$ cat src/rtl/fir_pkg.sv
// Shared FIR parameters for the tap sequencer, delay-line RAM and coeff ROM.
// Order_MSB sizes addresses/tap indices, ADC_MSB sizes signed samples.
package fir_pkg;

  localparam int Order_MSB = 5;
  localparam int ADC_MSB   = 11;
  localparam int Order     = 39;

  typedef enum logic [1:0] {
    FLUSH,
    IDLE,
    RUN
  } seq_state_t;

endpackage

$ cat src/rtl/fir_tap_sequencer.sv
// Delay-line sequencer: zero-flushes the RAM, then per sample walks 0..Order
// shifting the line and streaming taps x[n-k] with index k to the MAC.
// Ports: clk, reset (sync, high); sample_valid/sample_in/ready accept samples;
// overrun_clr/overrun sticky drop flag; buf_* drive the delay-line RAM;
// tap_valid/first/last/index/data stream taps; done pulses after tap_last.
module fir_tap_sequencer
  import fir_pkg::*;
(
  input  logic                  clk,
  input  logic                  reset,
  input  logic                  sample_valid,
  input  logic signed [ADC_MSB:0] sample_in,
  input  logic                  overrun_clr,
  output logic                  ready,
  output logic [Order_MSB:0]    buf_address,
  output logic signed [ADC_MSB:0] buf_wr_data,
  input  logic signed [ADC_MSB:0] buf_rd_data,
  output logic                  tap_valid,
  output logic                  tap_first,
  output logic                  tap_last,
  output logic [Order_MSB:0]    tap_index,
  output logic signed [ADC_MSB:0] tap_data,
  output logic                  done,
  output logic                  overrun
);

  localparam logic [Order_MSB:0] LastCnt =
    (Order_MSB + 1)'(Order);

  if (Order >= 2 ** (Order_MSB + 1)) begin : g_order_chk
    $error("Order does not fit in Order_MSB+1 bits");
  end

  seq_state_t             r_state;
  seq_state_t             w_state_nx;
  logic [Order_MSB:0]     r_cnt;
  logic [Order_MSB:0]     w_cnt_nx;
  logic signed [ADC_MSB:0] r_sample;
  logic signed [ADC_MSB:0] w_sample_nx;
  logic                   r_done;
  logic                   w_done_nx;
  logic                   r_overrun;
  logic                   w_drop;

  always_comb begin
    w_state_nx  = r_state;
    w_cnt_nx    = r_cnt;
    w_sample_nx = r_sample;
    w_done_nx   = 1'b0;
    ready       = 1'b0;
    // RAM always writes; park on the dead word with zero data.
    buf_address = LastCnt;
    buf_wr_data = '0;
    tap_valid   = 1'b0;
    tap_first   = 1'b0;
    tap_last    = 1'b0;
    tap_index   = '0;
    tap_data    = '0;
    unique case (r_state)
      FLUSH: begin
        buf_address = r_cnt;
        if (r_cnt == LastCnt) begin
          w_state_nx = IDLE;
          w_cnt_nx   = '0;
        end else begin
          w_cnt_nx = r_cnt + 1'b1;
        end
      end
      IDLE: begin
        ready = 1'b1;
        if (sample_valid) begin
          w_sample_nx = sample_in;
          w_cnt_nx    = '0;
          w_state_nx  = RUN;
        end
      end
      RUN: begin
        buf_address = r_cnt;
        tap_valid   = 1'b1;
        tap_index   = r_cnt;
        tap_first   = (r_cnt == '0);
        tap_last    = (r_cnt == LastCnt);
        // Read data is the pre-write word at k-1: writing it at k shifts.
        tap_data    = (r_cnt == '0) ? r_sample : buf_rd_data;
        buf_wr_data = tap_data;
        if (r_cnt == LastCnt) begin
          w_state_nx = IDLE;
          w_cnt_nx   = '0;
          w_done_nx  = 1'b1;
        end else begin
          w_cnt_nx = r_cnt + 1'b1;
        end
      end
      default: begin
        w_state_nx = FLUSH;
        w_cnt_nx   = '0;
      end
    endcase
  end

  assign w_drop = sample_valid & ~ready;

  always_ff @(posedge clk) begin
    if (reset) begin
      r_state   <= FLUSH;
      r_cnt     <= '0;
      r_sample  <= '0;
      r_done    <= 1'b0;
      r_overrun <= 1'b0;
    end else begin
      r_state   <= w_state_nx;
      r_cnt     <= w_cnt_nx;
      r_sample  <= w_sample_nx;
      r_done    <= w_done_nx;
      // A new drop beats a simultaneous clear.
      r_overrun <= w_drop | (r_overrun & ~overrun_clr);
    end
  end

  assign done    = r_done;
  assign overrun = r_overrun;

endmodule

$ cat config.mk
export PLATFORM = sky130hd
export DESIGN_NAME = fir_tap_sequencer
export DESIGN_NICKNAME = d
export VERILOG_FILES = /design/src/rtl/fir_pkg.sv /design/src/rtl/fir_tap_sequencer.sv
export SDC_FILE = /design/constraint.sdc
export NUM_CORES = 1
export LEC_CHECK = 0
export ABC_CLOCK_PERIOD_IN_PS = 5100
export CAP_MARGIN = 0
export CORE_MARGIN = 8
export CORE_UTILIZATION = 25
export CTS_CLUSTER_SIZE = 28
export DETAILED_ROUTE_END_ITERATION = 10
export SYNTH_ARGS = -nofsm -noshare
export SYNTH_HDL_FRONTEND = slang
export SYNTH_SLANG_ARGS = --single-unit
$ cat constraint.sdc
create_clock -name clk -period 5.1 [get_ports clk]
set_input_delay 1.02 -clock clk [delete_from_list [all_inputs] [get_ports clk]]
set_output_delay 1.02 -clock clk [all_outputs]
set_load 0.03 [all_outputs]
Word level (Yosys, flattened, before mapping). Index checks and enable logic that the tools add are counted.

Input bits: 28. Bits in read-only memories: 0. Bits in registers: 22. Latch bits: 0. Output and inout port bits: 42. Bits in writable memories: 0. Word-level logic and storage cells: 38. Memories: 0.

Reductions and logical operators: 6. Order comparisons: 0. Multipliers: 0. Add/subtract/negate cells: 1. Muxes and demuxes: 15. Bitwise operators: 6. Shift-type cells: 0. Divide/modulo/power cells: 0. Equal/unequal tests: 5.

Operator list (count): two-way mux 12 bit (2); two-way mux 6 bit (4); case mux 6 bit (2 select lines) (1); adder 6 x 1 -> 6 bit, second input constant (1); == test 6 bit, second input constant (1); zero test 6 bit (1); two-way mux 1 bit (5); two-way mux 2 bit (2); case mux 2 bit (2 select lines) (1); AND reduction 2 bit (2); OR reduction 2 bit (2); NOT 1 bit (3); bitwise AND 1 bit (2); == test 2 x 1 -> 1 bit, second input constant (1); == test 2 bit, second input constant (1); zero test 2 bit (1); != test 2 x 1 -> 1 bit, second input constant (1); != test 2 bit, second input constant (1); OR 1 bit (1).

Depth between registers and ports, before layout. Gate-level depths: netlist of run 1.

Depth in word-level cells: 5. Gate-level depth with buffers: 7. Gate-level depth less buffers: 5.

Least setup slack after synthesis of run 1. Ideal clock, no wire load.

Path kind: register to output. Start point: reg r_cnt[0]. End point: out tap_data[10]. Slack: 2.081 ns. Cell stages (with the launch flop): 8. Data required time: 4.080 ns. Arrival: 1.999 ns. Buffers on the path: 2. Path through: dfxtp_1 inv_1 ha_1 inv_1 clkbuf_1 o21ai_1 a21oi_1 buf_4.

Longest elaborated chain between the ends: 3.

RTL lines: start, declared (RTL line fir_tap_sequencer.sv:36) `logic [Order_MSB:0] r_cnt;`; start signal, assigned (RTL line fir_tap_sequencer.sv:112) `r_cnt <= w_cnt_nx;`; zero test 6 bit (RTL line fir_tap_sequencer.sv:84) `tap_data = (r_cnt == '0) ? r_sample : buf_rd_data;`; two-way mux 12 bit (RTL line fir_tap_sequencer.sv:84); two-way mux 12 bit; end, declared (RTL line fir_tap_sequencer.sv:22) `output logic signed [ADC_MSB:0] tap_data,`.

Every way passes these cells.

Worst setup path after layout of run 1.
Start point: reg r_cnt[3]. End point: out buf_wr_data[9].

Longest elaborated chain between the ends: 3.

RTL lines: zero test 6 bit (RTL line fir_tap_sequencer.sv:84); two-way mux 12 bit (RTL line fir_tap_sequencer.sv:84); two-way mux 12 bit (RTL line fir_tap_sequencer.sv:59) `unique case (r_state)`; end, declared (RTL line fir_tap_sequencer.sv:16) `output logic signed [ADC_MSB:0] buf_wr_data,`.

Every way passes these cells.

==> results of run 1 <==
==> power by group through the flow <==
stage	clock, W	combinational (W)	sequential [W]
2_1_floorplan	0	0.0000317	0.000181
3_3_place_gp	0	0.0000617	0.000181
3_5_place_dp	0	0.0000614	0.000182
4_1_cts	0.000128	0.0000621	0.000177
5_1_grt	0.000136	0.0000681	0.000178
6_report	0.000125	0.0000611	0.000178
==> critical path: stages, from the launching register on <==
cell and delay [ns]:
dfxtp_1 0.43, nor4_2 0.92, nand3_1 0.20, a21oi_1 0.24
clkdlybuf4s50_1 0.72
==> routing by layer <==
metal	global-route usage	part of all wire	vias to the layer above
li1	-	-	717
met1	0.126	0.47	617
met2	0.173	0.44	48
met3	0.0297	0.086	2
met4	0.0230	0.0051	0
met5	0	0	-
==> cell families after synthesis <==
kind of cell	Yosys count	share of synthesized area
and+or+nand+nor	76	0.291
AOI/OAI and AO/OA	53	0.217
adders and majority gates	2	0.0190
buffers and inverters	32	0.139
DFF	22	0.335
==> flip-flops by register name (all words and copies together), names as in the netlist <==
register and flops:
overrun 1, r_state 2, done 1, r_cnt 6, r_sample 12
==> cell usage after synthesis (2+ instances only) <==
library cell  instances  area share
nor3_1                2      0.0076
nor2b_1               6       0.029
clkbuf_1              9       0.026
o21ai_1               8       0.030
nor2_1                7       0.020
nand3_1              14       0.053
a21oi_1              30        0.11
o21ai_0               7       0.027
ha_1                  2       0.019
a31oi_1               2      0.0095
dfxtp_1              22        0.33
inv_1                 7       0.020
buf_2                 2      0.0076
and2_1                4       0.019
nand2b_1              2      0.0095
o31ai_1               3       0.017
nand3b_1              2       0.011
buf_4                12       0.068
or4_1                 2       0.011
nand2_1              30       0.086
buf_6                 2       0.017
==> cell type report <==
| class | count | area, µm² | share of cell area |
|---|---|---|---|
| inverters | 7 | 26.3 | 0.0132 |
| clock buffers | 4 | 55.1 | 0.0276 |
| multi-input cells | 131 | 693 | 0.348 |
| well taps | 70 | 87.6 | 0.0439 |
| repair buffers | 69 | 691 | 0.347 |
| flip-flops and latches | 22 | 440 | 0.221 |
==> stage by stage <==
step / instance area, µm² / util / power [W] / worst slack, ns
floorplan: 1320 / - / 0.000213 / 2.08
global placement: 1940 / 0.379 / 0.000243 / 1.55
detailed placement: 1940 / 0.379 / 0.000243 / 1.54
CTS: 1990 / 0.390 / 0.000368 / 1.34
global route: 1990 / 0.390 / 0.000382 / 1.08
finish: 1990 / 0.390 / 0.000364 / 1.31
==> worst min-delay path by stage <==
stage                      start           end  slack [ns]  depth (start not counted)
finish              r_sample[11]  r_sample[11]        0.46                          2
global route        r_sample[11]  r_sample[11]        0.48                          2
CTS                 r_sample[10]  r_sample[10]        0.46                          2
detailed placement  r_sample[10]  r_sample[10]        0.45                          2
global placement     r_sample[6]   r_sample[6]        0.44                          2
floorplan            r_sample[0]   r_sample[0]        0.44                          2
==> metrics, run 1 <==
outcome=finished clean; clock buffer depth=2; CTS buffer count=3; Unique masters post-synth=31; Reg2Reg Setup Slack=3.21 ns; reg2reg start=r_state[0]; routed vias/inst=4.57; # Post-CTS Setup Buffers=0; fin. max-slew vios=0; Setup TNS=0 ns; number of detailed-route iterations in the first pass=4; initial antenna violation count=0; Initial Utilization=0.258; post-route ant nets=0; Post-Route WL=4140 µm; WS Path Type=reg2out; syn avg cell area=between 7 and 8 µm²; placed cells=299; Critical Path Fanout Max=13; ys async rst share=0; worst vdd ir=0.000105 V; crit end category=output pin; r2r worst-path depth=5; Pwr Density=183 mW/mm²; GRT Overall Usage=0.103; grt total ovfl=0; clk root buf=clkbuf_8; Synth Warn #=0; Max Fclk=about 260 MHz; instance count of the mapped netlist=185; Worst EP arrival=2.77 ns; Post-synth EDFFs=0; sequential power share=0.488; Max Cap Viol=0; CTS clk-pin slew, worst paths=about 0.080 ns; Hold Crit Class=reg2reg; Die Wd=88.6 µm; RSZ-0062 raised after global routing=no; layout cell share with drive strength beyond 1=0.0300; hold slack=0.457 ns; crit path from=r_cnt[3]; nets=264; register bit total from synthesis=22; vias in the first global route=1341; Rel. slew slack=0.274; Hold-fix buffers, CTS=0; register area share after synthesis=0.335; part of the power in the clock network=0.344; core region area=0.00511 mm²; crit start category=register; total die area=between 0.007 and 0.008 mm²; post-layout minimum cycle time=3.79 ns; vias=1384; capturing point of the worst reg2reg path=r_state[1]; Fin. Hold Viols=0; pin count of the biggest net entering global routing=26; switch share=0.248; Least-Margin Pin Slew=1.08 ns; P_leak=0.656 nW; PostCTS Resize Cnt=0; Comb pwr share=0.168; Main synth FF type=dfxtp_1; mapped cell area=between 0.001 and 0.0015 mm²; CTS tree=yes; Pint=0.000274 W; Clock Latency Late Sink=approximately 0.26 ns; global-route wire length before repair=6440 µm; Post-Layout Cell Count=303; I/O pin cnt=70; Critical Path RT=4.08 ns; RD Place Congestion=approximately 0.8; Filler cells=546; DRC Markers=0; Net Count, Synth=215; CTS sink count=22; Detailed Place HPWL=3100 µm; crit path to=buf_wr_data[9]; most frequent cells in the layout=clkdlybuf4s50_1 (69), nand2_1 (30), a21oi_1 (30), dfxtp_1 (22), nand3_1 (14); H-Tree Depth=1; row cnt=26; P_sw=0.0000902 W; Fin Clk Skew=0.00389 ns; endpoints failing setup=0; 1st-iter DRT viols=100; Tcrit/Tclk final=0.744; most common cell after layout, fill and taps aside=clkdlybuf4s50_1; Antenna Cells=0; Layout area overhead=51.4%; Die Span Y=88.6 µm; PortBufs=69; drt wl/cell=13.7 µm
Power figures use the tool's default switching activity.
==> run 2: changes to the inputs <==
--- a/config.mk
+++ b/config.mk
@@ -5,7 +5,7 @@
 export SDC_FILE = /design/constraint.sdc
 export NUM_CORES = 1
 export LEC_CHECK = 0
-export ABC_CLOCK_PERIOD_IN_PS = 5100
+export ABC_CLOCK_PERIOD_IN_PS = 3860
 export CAP_MARGIN = 0
 export CORE_MARGIN = 8
 export CORE_UTILIZATION = 25
==> constraint.sdc (replaced) <==
create_clock -name clk -period 3.86 [get_ports clk]
set_input_delay 0.772 -clock clk [delete_from_list [all_inputs] [get_ports clk]]
set_output_delay 0.772 -clock clk [all_outputs]
set_load 0.03 [all_outputs]
==> metrics, run 2 (synthesized netlist as in run 1, its figures left out) <==
outcome=finished clean; Layout area overhead=53.1%; Top reg by flops=r_sample; most frequent cells in the layout=clkdlybuf4s50_1 (69), nand2_1 (30), a21oi_1 (30), dfxtp_1 (22), nand3_1 (14); final worst slack=0.453 ns (-0.855 ns); Detailed Place HPWL=3250 µm (+4.8%); Die Span Y=88.6 µm (unchanged); crit start category=register; CTS sink count=22 (unchanged); dpl ws=0.729 ns (-0.812 ns); initial antenna violation count=0 (unchanged); clock buffer depth=2 (unchanged); number of detailed-route iterations in the first pass=4 (unchanged); I/O pin cnt=70 (unchanged); r2r worst-path depth=3 (-2); Clock Latency Late Sink=0.26 ns (about the same); RSZ-0062 raised after global routing=no; Fin. Hold Viols=0 (unchanged); crit end category=output pin; clk root buf=clkbuf_8; crit path from=r_cnt[0]; CTS tree=yes; Max Cap Viol=0 (unchanged); vias in the first global route=1378 (+2.8%); post-route ant nets=0 (unchanged); Hold-fix buffers, CTS=0 (unchanged); Initial Utilization=0.258 (unchanged); Post-Route WL=4300 µm (+3.8%); RD Place Congestion=0.758 (-5.5%); CTS buffer count=3 (unchanged); core region area=0.00511 mm² (unchanged); pin count of the biggest net entering global routing=16 (-38%); hold depth=2 (unchanged); P_leak=0.669 nW (+2.0%); row cnt=26 (unchanged); Non-Filler Cell Area, Final=0.00202 mm² (+1.1%); total die area=0.00784 mm² (unchanged); worst hold start=r_sample[5]; Critical Path RT=3.09 ns (-0.99 ns); layout cell share with drive strength beyond 1=0.0424 (+0.0123); Largest regs=r_sample x12, r_cnt x6, r_state x2; Least-Margin Pin Slew=0.870 ns (-0.210 ns); nets=267 (+1.1%); routed vias/inst=4.57 (about the same); H-Tree Depth=1 (unchanged); drt wl/cell=14.1 µm (+2.8%); DRC Markers=0 (unchanged); Fin Clk Skew=0.00125 ns (-0.00264 ns); PostCTS Resize Cnt=0 (unchanged); # Post-CTS Setup Buffers=0 (unchanged); endpoints failing setup=0 (unchanged); global-route wire length before repair=6940 µm (+7.7%); Max Fclk=293 MHz; Layout Utilization=0.395 (+0.00441); Die Wd=88.6 µm (unchanged); Critical Path Fanout Max=13 (unchanged); Tcrit/Tclk final=0.883; reg2reg start=r_state[0]; worst vdd ir=0.000148 V (+42%); hold slack=0.457 ns (+0.0000960 ns); Setup TNS=0 ns (unchanged); 1st-iter DRT viols=72 (-28%); GRT Overall Usage=0.113 (+0.00935); post-layout minimum cycle time=3.41 ns; fin. max-slew vios=0 (unchanged); max FFs per register=12 (unchanged); Rel. slew slack=0.419 (+0.145); most common cell after layout, fill and taps aside=clkdlybuf4s50_1; PortBufs=69 (unchanged); CTS clk-pin slew, worst paths=0.08 ns (about the same); grt total ovfl=0 (unchanged); Worst EP arrival=2.64 ns (-0.13 ns); Hold Crit Class=reg2reg; placement-stage cell area=0.00196 mm² (+1.2%); Pwr Density=239 mW/mm² (+31%); WS Path Type=reg2out; vias=1399 (+1.1%); Antenna Cells=0 (unchanged)
## run 2: layer usage
layer,track usage,wire (µm)
met5,0,0
met4,0.0323,39
met3,0.0474,430
met2,0.187,1940
met1,0.128,1900
## run 2: power breakdown
| group | switching (W) | leakage [nW] | internal (W) |
|---|---|---|---|
| clock | 0.0000743 | 0.0288 | 0.0000910 |
| sequential | 0.00000485 | 0.178 | 0.000230 |
| combinational | 0.0000402 | 0.463 | 0.0000421 |
| total | 0.000119 | 0.669 | 0.000363 |
## run 2: through the flow
step,std cells,total power [W]
5_1_grt,306,0.000507
6_report,306,0.000483
4_1_cts,306,0.000490
3_5_place_dp,302,0.000323
3_3_place_gp,302,0.000322
2_1_floorplan,185,0.000281
## run 2: final timing paths
path,end,slack [ns]
worst min-delay path,r_sample[5],0.46
worst max register to register,r_cnt[4],2.05
worst min register to register,r_sample[5],0.46
worst max-delay path,tap_data[11],0.45
## run 2: final cells by class
cell class                 count  area, µm²
clock buffer                   4       55.1
fill                         557       3090
inverter                       7       26.3
multi-input combinational    131        693
sequential                    22        440
tap                           70       87.6
timing repair buffer          72        713
## run 2: critical path, stage by stage, from the launching register on
cell and delay (ns):
dfxtp_1 0.42, inv_1 0.11, ha_1 0.37, inv_1 0.38
o21ai_0 0.16, a21oi_1 0.22, clkdlybuf4s50_1 0.71
==> run 3: changes to the inputs <==
--- a/config.mk
+++ b/config.mk
@@ -6,11 +6,12 @@
 export NUM_CORES = 1
 export LEC_CHECK = 0
 export ABC_CLOCK_PERIOD_IN_PS = 3860
-export CAP_MARGIN = 0
+export CAP_MARGIN = 20
 export CORE_MARGIN = 8
 export CORE_UTILIZATION = 25
 export CTS_CLUSTER_SIZE = 28
 export DETAILED_ROUTE_END_ITERATION = 10
+export DONT_BUFFER_PORTS = 1
 export SYNTH_ARGS = -nofsm -noshare
 export SYNTH_HDL_FRONTEND = slang
 export SYNTH_SLANG_ARGS = --single-unit
==> metrics, run 3 (synthesized netlist as in run 1, its figures left out) <==
endpoints failing setup=0 (unchanged); Power Total=0.000450 W (-6.8%); Critical Path RT=3.09 ns (about the same); hold slack=0.450 ns (-0.00708 ns); total die area=0.00784 mm² (unchanged); Hold-fix buffers, CTS=0 (unchanged); met2 wire len=1800 µm (-7.1%); grt total ovfl=0 (unchanged); Hold Crit Class=reg2reg; CTS tree=yes; Pwr Density=319 mW/mm² (+33%); Rel. slew slack=0.479 (+0.0605); nets=209 (-22%); PortBufs=0 (-100%); Fin Clk Skew=0.00107 ns (-0.000187 ns); H-Tree Depth=1 (unchanged); outcome=finished clean; WS Path Type=reg2out; post-route ant nets=0 (unchanged); Pint=0.000334 W (-8.0%); Tcrit/Tclk final=0.784 (-0.0988); Post-Route WL=4020 µm (-6.7%); Buffers & Inverters on Critical Path=2 (-1); max FFs per register=12 (unchanged); initial antenna violation count=1 (+1); crit start category=register; P_sw=0.000116 W (-3.2%); # Post-CTS Setup Buffers=0 (unchanged); post-layout minimum cycle time=3.03 ns (-0.381 ns); Reg2Reg Setup Slack=1.82 ns (-0.23 ns); crit-path leading delay family=simple AND/OR/NAND/NOR gates; reg2reg start=r_state[0]; CP max-delay cell=dfxtp_1; global-route wire length before repair=6010 µm (-13%); Critical Path, Cell by Cell=inv_1 > nand2_1 > inv_1 > and2_1; Filler cells=586 (+5.2%); Stages on worst setup path=4 (-2); dpl ws=1.10 ns (+0.369 ns); Max Cap Viol=0 (unchanged); Largest regs=r_sample x12, r_cnt x6, r_state x2; PostCTS Resize Cnt=0 (unchanged); Die Span Y=88.6 µm (unchanged); Antenna Cells=0 (unchanged); hold depth=2 (unchanged); Least-Margin Pin Slew=0.779 ns (-0.0906 ns); CTS sink count=22 (unchanged); Die Wd=88.6 µm (unchanged); Clock Latency Late Sink=0.26 ns (about the same); area of the multi-input gates=693 µm² (unchanged); number of detailed-route iterations in the first pass=4 (unchanged); Max Fclk=330 MHz (+13%); vias in the first global route=1176 (-15%); crit path from=r_state[0]; met3 wire length=562 µm (+31%); wl on met1=1590 µm (-16%); Top Layer Used=met5; RD Place Congestion=0.782 (+3.2%); Comb pwr share=0.095 (-0.076); drt wl/cell=16.2 µm (+15%); Layout area overhead=6.94%; r2r worst-path depth=5 (+2); fin. max-slew vios=0 (unchanged); Crit path top cell by count=inv_1; switch share=0.257 (+0.00969); Worst path max stage delay=0.60 ns (-0.11 ns); DRC Markers=0 (unchanged); Non-Filler Cell Area, Final=0.00141 mm² (-30%); row cnt=26 (unchanged); Fin. Hold Viols=0 (unchanged); GRT Overall Usage=0.102 (-0.0107); Worst EP arrival=2.25 ns (-0.39 ns); I/O pin cnt=70 (unchanged); clk root buf=clkbuf_8; clock buffer depth=2 (unchanged); final worst slack=0.834 ns (+0.381 ns); 1st-iter DRT viols=166 (+130%); Detailed Place HPWL=3000 µm (-7.7%); pin count of the biggest net entering global routing=26 (+10); Initial Utilization=0.258 (unchanged); P_leak=0.483 nW (-28%); most frequent cells in the layout=nand2_1 (30), a21oi_1 (30), dfxtp_1 (22), nand3_1 (14), buf_4 (14); Storage cell area=440 µm² (unchanged); CTS clk-pin slew, worst paths=0.08 ns (about the same); RSZ-0062 raised after global routing=no; capturing point of the worst reg2reg path=r_state[1]; crit end category=output pin; vias=1243 (-11%); worst vdd ir=0.000109 V (-27%); Top reg by flops=r_sample; core region area=0.00511 mm² (unchanged); part of the power in the clock network=0.380 (+0.037); layout cell share with drive strength beyond 1=0.118 (+0.0756); Critical Path Fanout Max=18 (+5); routed vias/inst=5.01 (+9.6%); Setup TNS=0 ns (unchanged); sequential power share=0.526 (+0.039); CTS buffer count=3 (unchanged); crit path to=tap_index[5]; placement-stage cell area=0.00135 mm² (-31%)
[run 3: per-stage QoR]
stage | utilization | cells
final | 0.276 | 248
after global routing | 0.276 | 248
after CTS | 0.276 | 248
after detailed placement | 0.265 | 244
after global placement | 0.265 | 244
after floorplan | - | 185
[run 3: worst min path at each step]
stage                      from          end  slack, ns
floorplan           r_sample[0]  r_sample[0]       0.44
global placement    r_sample[6]  r_sample[6]       0.44
detailed placement  r_sample[9]  r_sample[9]       0.44
CTS                 r_sample[6]  r_sample[6]       0.45
global route        r_sample[9]  r_sample[9]       0.47
finish              r_sample[6]  r_sample[6]       0.45
[run 3: cell type report]
type	count	area share
sequential	22	0.313
inverter	7	0.0187
timing repair buffer	14	0.0747
multi-input combinational	131	0.492
clock buffer	4	0.0391
tap	70	0.0622
[run 3: power by group through the flow]
stage | Combinational (W) | Clock, W | Sequential (W)
finish | 0.0000426 | 0.000171 | 0.000236
global route | 0.0000481 | 0.000185 | 0.000237
CTS | 0.0000432 | 0.000174 | 0.000236
detailed placement | 0.0000431 | 0 | 0.000242
global placement | 0.0000419 | 0 | 0.000241
floorplan | 0.0000419 | 0 | 0.000239
[run 3: metal layers]
layer | global-route usage | vias to the layer above
li1 | - | 610
met1 | 0.109 | 574
met2 | 0.160 | 50
met3 | 0.0613 | 7
met4 | 0.0399 | 2
met5 | 0 | -
[run 3: tightest hold or removal path, stage by stage, from the launching register on]
cell     delay (ns)
dfxtp_1        0.32
nand2_1        0.05
a21oi_1        0.05
